--- src/rtl/rr_arbiter8_pkg.sv ---
// Shared types and widths for the eight-way round-robin arbiter.
package rr_arbiter8_pkg;

    localparam int unsigned N_REQ    = 8;
    localparam int unsigned IDX_W    = 3;
    localparam int unsigned DEC_IN_W = 4;

    typedef enum logic [0:0] {
        IDLE  = 1'b0,
        GRANT = 1'b1
    } state_t;

endpackage

--- src/rtl/rr_arbiter8_dec.sv ---
// 3-to-8 decoder with a 4-bit select; selects above 7 decode to all-zero.
module decoder3_8
    import rr_arbiter8_pkg::*;
(
    input  logic [DEC_IN_W-1:0] sel,
    output logic [N_REQ-1:0]    dec_c
);

    always_comb begin
        dec_c = '0;
        if (!sel[DEC_IN_W-1]) begin
            dec_c[sel[IDX_W-1:0]] = 1'b1;
        end
    end

endmodule

--- src/rtl/rr_arbiter8.sv ---
// Eight-requester round-robin arbiter holding one grant until done, request drop or hold limit.
module rr_arbiter8
    import rr_arbiter8_pkg::*;
#(
    parameter int unsigned MAX_HOLD = 15
)
(
    input  logic             clk,
    input  logic             rst_n,
    input  logic [N_REQ-1:0] req,
    input  logic             done,
    output logic [N_REQ-1:0] gnt,
    output logic [IDX_W-1:0] gnt_idx,
    output logic             busy,
    output logic             timeout
);

    localparam int unsigned          HOLD_W    = (MAX_HOLD > 0) ? $clog2(MAX_HOLD + 1) : 1;
    localparam bit                   HOLD_EN   = (MAX_HOLD != 0);
    localparam logic [HOLD_W-1:0]    HOLD_LAST = HOLD_EN ? HOLD_W'(MAX_HOLD - 1) : '0;

    state_t            state, state_nxt;
    logic [IDX_W-1:0]  ptr, ptr_nxt;
    logic [IDX_W-1:0]  idx_nxt;
    logic [HOLD_W-1:0] hold, hold_nxt;
    logic              timeout_nxt;
    logic [N_REQ-1:0]  dec_c;

    // Rotate so ptr sits at bit 0, take the lowest set bit, then rotate the index back.
    function automatic logic [IDX_W-1:0] rr_pick(input logic [N_REQ-1:0] r,
                                                 input logic [IDX_W-1:0] p);
        logic [2*N_REQ-1:0] dbl;
        logic [N_REQ-1:0]   rot;
        logic [IDX_W-1:0]   pe;
        dbl = {r, r};
        rot = N_REQ'(dbl >> p);
        pe  = '0;
        for (int i = N_REQ - 1; i >= 0; i--) begin
            if (rot[i]) pe = IDX_W'(i);
        end
        return pe + p;
    endfunction

    always_ff @(posedge clk or negedge rst_n) begin
        if (!rst_n) begin
            state   <= IDLE;
            ptr     <= '0;
            gnt_idx <= '0;
            hold    <= '0;
            timeout <= 1'b0;
        end else begin
            state   <= state_nxt;
            ptr     <= ptr_nxt;
            gnt_idx <= idx_nxt;
            hold    <= hold_nxt;
            timeout <= timeout_nxt;
        end
    end

    always_comb begin
        state_nxt   = state;
        ptr_nxt     = ptr;
        idx_nxt     = gnt_idx;
        hold_nxt    = hold;
        timeout_nxt = 1'b0;
        case (state)
            IDLE: begin
                if (|req) begin
                    idx_nxt   = rr_pick(req, ptr);
                    ptr_nxt   = idx_nxt + IDX_W'(1);
                    hold_nxt  = '0;
                    state_nxt = GRANT;
                end
            end
            GRANT: begin
                // Release priority: done, owner drop, then hold limit.
                if (done || !req[gnt_idx]) begin
                    state_nxt = IDLE;
                end else if (HOLD_EN && (hold == HOLD_LAST)) begin
                    state_nxt   = IDLE;
                    timeout_nxt = 1'b1;
                end else if (HOLD_EN) begin
                    hold_nxt = hold + HOLD_W'(1);
                end
            end
            default: state_nxt = IDLE;
        endcase
    end

    assign busy = (state == GRANT);

    decoder3_8 u_dec (
        .sel   (DEC_IN_W'(gnt_idx)),
        .dec_c (dec_c)
    );

    assign gnt = dec_c & {N_REQ{busy}};

endmodule
--- config.mk ---
export PLATFORM = sky130hd
export DESIGN_NAME = rr_arbiter8
export DESIGN_NICKNAME = d
export VERILOG_FILES = /design/src/rtl/rr_arbiter8_pkg.sv /design/src/rtl/rr_arbiter8_dec.sv /design/src/rtl/rr_arbiter8.sv
export SDC_FILE = /design/constraint.sdc
export NUM_CORES = 1
export LEC_CHECK = 0
export BUFFER_PORTS_ARGS = -buffer_cell sky130_fd_sc_hd__clkbuf_2
export CELL_PAD_IN_SITES_DETAIL_PLACEMENT = 0
export CELL_PAD_IN_SITES_GLOBAL_PLACEMENT = 1
export CORE_ASPECT_RATIO = 1.4
export CORE_MARGIN = 4
export CORE_UTILIZATION = 43
export CTS_CLUSTER_DIAMETER = 30
export DETAILED_ROUTE_END_ITERATION = 8
export HOLD_SLACK_MARGIN = 0.08
export PLACE_DENSITY = 0.84
export RECOVER_POWER = 50
export SETUP_SLACK_MARGIN = 0.02
export SKIP_LAST_GASP = 1
export SLEW_MARGIN = 20
export SYNTH_ARGS = -nofsm -noshare
export SYNTH_HDL_FRONTEND = slang
export SYNTH_SLANG_ARGS = --single-unit
--- constraint.sdc ---
create_clock -name clk -period 5.4 [get_ports clk]
set_clock_uncertainty 0.15 [all_clocks]
set_input_delay 0.54 -clock clk [delete_from_list [all_inputs] [get_ports clk]]
set_output_delay 0.54 -clock clk [all_outputs]
set_load 0.02 [all_outputs]
# Yosys cells after proc, flatten, opt, wreduce, memory -nomap -nowiden
# Index checks and enable logic that the tools add are counted.
[op_classes]
addsub = 3
magnitude_cmp = 2
n_eq_ne = 4
shifts = 1
mux = 25
bitwise_logic = 2
reduce_logical = 6
[op_table]
columns = ["cell", "count"]
rows = [
  ["$mux 3", 10],
  ["$shr 16x3->8", 1],
  ["$mux 4", 3],
  ["$and 8x8->8", 1],
  ["$mux 1", 8],
  ["$pmux 4 s2", 1],
  ["$reduce_or 8->1", 1],
  ["$ne 2x2->1 const B", 3],
  ["$add 4x1->4 const B", 1],
  ["$eq 4x4->1 const B", 1],
  ["$lt 3x4->1 const B", 1],
  ["$add 3x1->3 const B", 1],
  ["$add 3x3->3", 1],
  ["$bmux 1 s3", 1],
  ["$demux 1 s3", 1],
  ["$ge 3x1->1 const B", 1],
  ["$reduce_and 3->1", 1],
  ["$pmux 1 s2", 1],
  ["$reduce_and 2->1", 1],
  ["$logic_and 1x1->1", 1],
  ["$logic_not 1->1", 1],
  ["$logic_or 1x1->1", 1],
  ["$not 1->1", 1],
]
[word_totals]
reg_bits = 12
in_bits = 11
out_inout_bits = 13

# Depth between registers and ports, before layout
[depth]
depth_word = 13
mapped_depth = 16
ltp_nobuf = 14

# Cells and area by module
# Synthesis repeated with hierarchy kept, for this count alone.
[hier_totals]
hier_cells = 164
hier_area_um2 = 1357.6
[modules_own_cells]
columns = ["module", "instances", "cells_per_inst", "area_per_inst_um2", "seq_area_each_um2"]
rows = [
  ["rr_arbiter8", 1, 156, 1276.2, 300.3],
  ["decoder3_8", 1, 8, 81.3, 0.0],
]

# Worst setup path after synthesis
# No wires, ideal clock.
[synth_timing]
kind = "input to register"
from = "input req[5]"
to = "register ptr[2]"
setup_time_ps = 77
arrival_time_ps = 3067
t_required_ps = 5173
path_slack_ps = 2105
cell_stages = 14
cell_sequence = "buf_2 > mux2_2 > o311ai_1 > o21ai_0 > or3_1 > o211ai_1 > ha_1 > inv_1 > fa_1 > inv_1 > ha_1 > xnor2_1 > a211o_1 > a21oi_1"
[synth_via]
elab_chain_cells = 13
[synth_lines]
columns = ["item", "line", "rtl"]
rows = [
  ["from (decl)", "rr_arbiter8.sv:10", "input logic [N_REQ-1:0] req,"],
  ["$shr 16x3->8", "rr_arbiter8.sv:36", "rot = N_REQ'(dbl >> p);"],
  ["$mux 3 (8 in a row)", "rr_arbiter8.sv:39", "if (rot[i]) pe = IDX_W'(i);"],
  ["$mux 3", "rr_arbiter8.sv:68", "if (|req) begin"],
  ["$mux 3", "rr_arbiter8.sv:66", "case (state)"],
  ["$add 3x3->3", "rr_arbiter8.sv:41", "return pe + p;"],
  ["$add 3x1->3", "rr_arbiter8.sv:70", "ptr_nxt = idx_nxt + IDX_W'(1);"],
  ["to (signal assigned)", "rr_arbiter8.sv:53", "ptr <= ptr_nxt;"],
  ["to (decl)", "rr_arbiter8.sv:23", "logic [IDX_W-1:0] ptr, ptr_nxt;"],
]
# Parallel ways exist; a longest one is shown, timed or not. The select of a mux whose other input is x is not followed.
# A chain may end at the register's enable or synchronous reset.

# Worst setup path in the final report
[layout_timing]
from = "register ptr[1]"
to = "register ptr[2]"
[layout_via]
elab_chain_cells = 13
[layout_lines]
columns = ["item", "line"]
rows = [
  ["$shr 16x3->8", "rr_arbiter8.sv:36"],
  ["$mux 3 (8 in a row)", "rr_arbiter8.sv:39"],
  ["$mux 3", "rr_arbiter8.sv:68"],
  ["$mux 3", "rr_arbiter8.sv:66"],
  ["$add 3x3->3 *", "rr_arbiter8.sv:41"],
  ["$add 3x1->3 *", "rr_arbiter8.sv:70"],
]
# Mark *: on every way between the ends. The rest lies on a longest branch, timed or not. The select of a mux whose other input is x is not followed.

==> flow_summary_export.csv <==
group,metric,value,unit
outcome,status,"complete, no violations",
timing,finalSetupTns,0,ns
worst_setup_path,regToRegSetupSlack,1.67,ns
cts,clk_pin_slew,0.07,ns
final_layout,ff_latch_area,300.3,µm²
worst_setup_path,cp_max_fo,20,
hold_path,min_path_type,"reg2reg",
logic_synthesis,syn_nets,173,
placement,gp_congestion,0.8249,
final_layout,num_antenna_cells,0,
logic_synthesis,syn-instance-count,157,
worst_setup_path,start_kind,"flip-flop",
cts,cts_buffers,3,
grt,grt_pass1_vias,1157,
timing,hold_viol_final,0,
logic_synthesis,yosysTopAreaCell,"dfrtp_1",
logic_synthesis,synth_seq_area_share,23.93,%
logic_synthesis,ys_types,49,
placement,port_buffers,23,
final_layout,drive_above_1_share,20.45,%
floorplanning,std_cell_rows,22,
grt,antenna_found_initial,0,
worst_setup_path,critPathRequiredTime,5.45,ns
final_layout,utilization,51.86,%
hold_path,hold_path_depth,1,
cts,cts_root_buffer,"clkbuf_4",
hold_path,whs_endpoint,"hold[3]$_DFFE_PN0P_",
timing,slew_viol_final,0,
logic_synthesis,yosys-top-cells-area,"dfrtp_1, nand2_1, mux2i_1",
floorplanning,initial_core_util,46.52,%
hold_path,hold_path_startpoint,"hold[3]$_DFFE_PN0P_",
worst_setup_path,end_kind,"flip-flop",
detailed_routing,drcViolationCount,0,
floorplanning,design.die.area,3859,µm²
timing,finalCritPeriodShare,69.01,%
timing,finalSetupViolCount,0,
detailed_routing,via_count,1216,
detailed_routing,viasPerCell,5.736,
worst_setup_path,r2r_start,"ptr[1]$_DFFE_PN0P_",
floorplanning,io_pins,24,
worst_setup_path,arrival,3.78,ns
timing,timing.slew.headroom,54.27,%
logic_synthesis,synth_edf_count,0,
logic_synthesis,ys.flop_type,"dfrtp_1",
logic_synthesis,synthTopCellsByCount,"nand2_1, nor2_1, a21oi_1, dfrtp_1, o21ai_0",
timing,period_minus_slack,3.726,ns
logic_synthesis,synth_top_area_share,23.93,%
placement,pre_cts_slack,1.734,ns
final_layout,syn_to_final_growth,11.47,%
worst_setup_path,path_cells,"mux2_2, o311ai_1, o21ai_0, or3_1, o211ai_1, ha_1, inv_1, fa_1, inv_1, ha_1, xnor2_1, o221ai_1, a21oi_1",
worst_setup_path,slowest_stage,"dfrtp_1",
cts,hold_buffers,1,
cts,cts.sinks,12,
timing,worst_slew_pin_slew,0.6859,ns
cts,clockBufferDepth,2,
detailed_routing,wl_per_cell,14.44,µm
grt,grt_usage,17.86,%
logic_synthesis,async_flop_share,100.0,%
placement,hpwl,2407,µm
worst_setup_path,worstRegToRegCells,13,
timing,layout_setup_ws,1.674,ns
cts,post_cts_resized,0,
worst_setup_path,criticalPathCategory,"reg2reg",
run,maxCapViolations,0,
logic_synthesis,yosysMostFrequentCell,"nand2_1",
final_layout,fillers,301,
floorplanning,die_height,71.92,µm
floorplanning,core-area,2698,µm²
worst_setup_path,reg2reg_to,"ptr[2]$_DFFE_PN0P_",
timing,rsz0062_at_grt,"no",
logic_synthesis,synth.cell_area,1255,µm²
floorplanning,die_w,53.66,µm
final_layout,nets,193,
detailed_routing,postRouteWirelength,3062,µm
cts,insertion_delay,0.27,ns
detailed_routing,first_pass_iters,4,
worst_setup_path,cp_top_family,"adder cells",
worst_setup_path,critPathBufInv,2,
logic_synthesis,synth-seq-cells,12,
grt,grt_pass1_wl,5244,µm
grt,overflow,0,
cts,htree_levels,1,
cts,cts_tree,"yes",
logic_synthesis,yosys_warnings,0,
logic_synthesis,syn_avg_cell_area,7.993,µm²
grt,grt_max_degree,22,
power,power_per_cell_area,562.3,nW/µm²
worst_setup_path,max_stage_delay,0.79,ns
detailed_routing,postRouteAntennaNets,0,
timing,fmax,268.4,MHz
power,leakagePower,0.6120,nW
final_layout,multi_input_comb_area,869.6,µm²
detailed_routing,drt_iter0_markers,24,
power,peakVddDrop,0.4044,mV
cts,post_cts_buffers,0,
layout make-up:
type / count / share of cell area (%)
Timing Repair Buffer: 24 / 8.408
Clock buffer: 4 / 2.594
Sequential cell: 12 / 21.47
Multi-Input combinational cell: 128 / 62.16
Inverter: 8 / 2.147
Tap cell: 36 / 3.220
sequential cells by signal, indices dropped and copies added, names as in the netlist:
register,count
hold,4
gnt_idx,3
ptr,3
busy,1
timeout,1
power breakdown:
part / internal, W / total, W / switching (W)
sequential: 0.000122 / 0.000214 / 0.0000925
combinational: 0.000223 / 0.000502 / 0.000279
clock: 0.0000410 / 0.0000700 / 0.0000290
total: 0.000386 / 0.000787 / 0.000400
worst reg2reg max path, stage by stage (launching register included):
cell and delay, ns:
dfrtp_1 0.79, mux2_2 0.42, o311ai_1 0.27, o21ai_0 0.12, or3_1 0.37, o211ai_1 0.10
ha_1 0.16, inv_1 0.05, fa_1 0.49, inv_1 0.05, ha_1 0.18, xnor2_1 0.20
o221ai_1 0.15, a21oi_1 0.15
routing by layer:
| metal | GRT usage, % | vias up | wire, µm |
|---|---|---|---|
| met3 | 1.232 | 7 | 85 |
| met2 | 31.51 | 20 | 1668 |
| met1 | 21.68 | 582 | 1248 |
| met5 | 0 | - | 0 |
| met4 | 7.386 | 0 | 60 |
| li1 | - | 607 | - |
cell usage in the layout, fill, tap and decap left out, types with 2 or more instances in the layout:
cell | Yosys | final
dfrtp_1 | 12 | 12
ha_1 | 4 | 4
mux2_2 | 6 | 5
nand2_1 | 22 | 22
clkbuf_4 | 0 | 3
nand4_1 | 2 | 2
a21oi_1 | 12 | 12
mux2i_1 | 7 | 7
nor3_1 | 6 | 6
nand2b_1 | 5 | 5
mux4_2 | 2 | 2
clkbuf_1 | 4 | 6
a211oi_1 | 2 | 2
clkbuf_2 | 0 | 17
nor3b_1 | 2 | 2
nor2_1 | 14 | 14
o21ai_0 | 10 | 10
nor2b_1 | 4 | 4
nor4_1 | 2 | 2
inv_1 | 8 | 8
metrics by stage:
step                      hold slack (ns)   power, W  instances  area [µm²]
after floorplan                   0.09441  0.0006100        157        1255
after global placement             0.2863  0.0007073        207        1360
after detailed placement           0.2856  0.0007216        207        1360
after CTS                          0.3450  0.0007977        212        1406
after global routing               0.3805  0.0008727        212        1399
final                              0.3414  0.0007866        212        1399
how the worst max path moves through the flow:
stage,start,end,slack [ns],cells past startpoint
final,ptr[1]$_DFFE_PN0P_,ptr[2]$_DFFE_PN0P_,1.67,13
after global routing,ptr[1]$_DFFE_PN0P_,ptr[2]$_DFFE_PN0P_,1.37,14
after CTS,ptr[1]$_DFFE_PN0P_,ptr[2]$_DFFE_PN0P_,1.69,14
after detailed placement,ptr[1]$_DFFE_PN0P_,ptr[2]$_DFFE_PN0P_,1.73,14
after global placement,ptr[1]$_DFFE_PN0P_,ptr[2]$_DFFE_PN0P_,1.82,13
after floorplan,req[5],ptr[2]$_DFFE_PN0P_,2.11,14
logic make-up (layout without fill, tap and decap cells):
kind of cell    Yosys count  after routing  share of synthesized area, %
simple gates             64             64                         25.42
xor+xnor                  2              2                         1.396
flops                    12             12                         23.93
compound gates           41             41                         21.44
mux                      15             15                         14.56
fa+ha+maj                 6              6                         6.481
buf+inv                  17             36                         6.780
(Power assumes the default switching activity.)
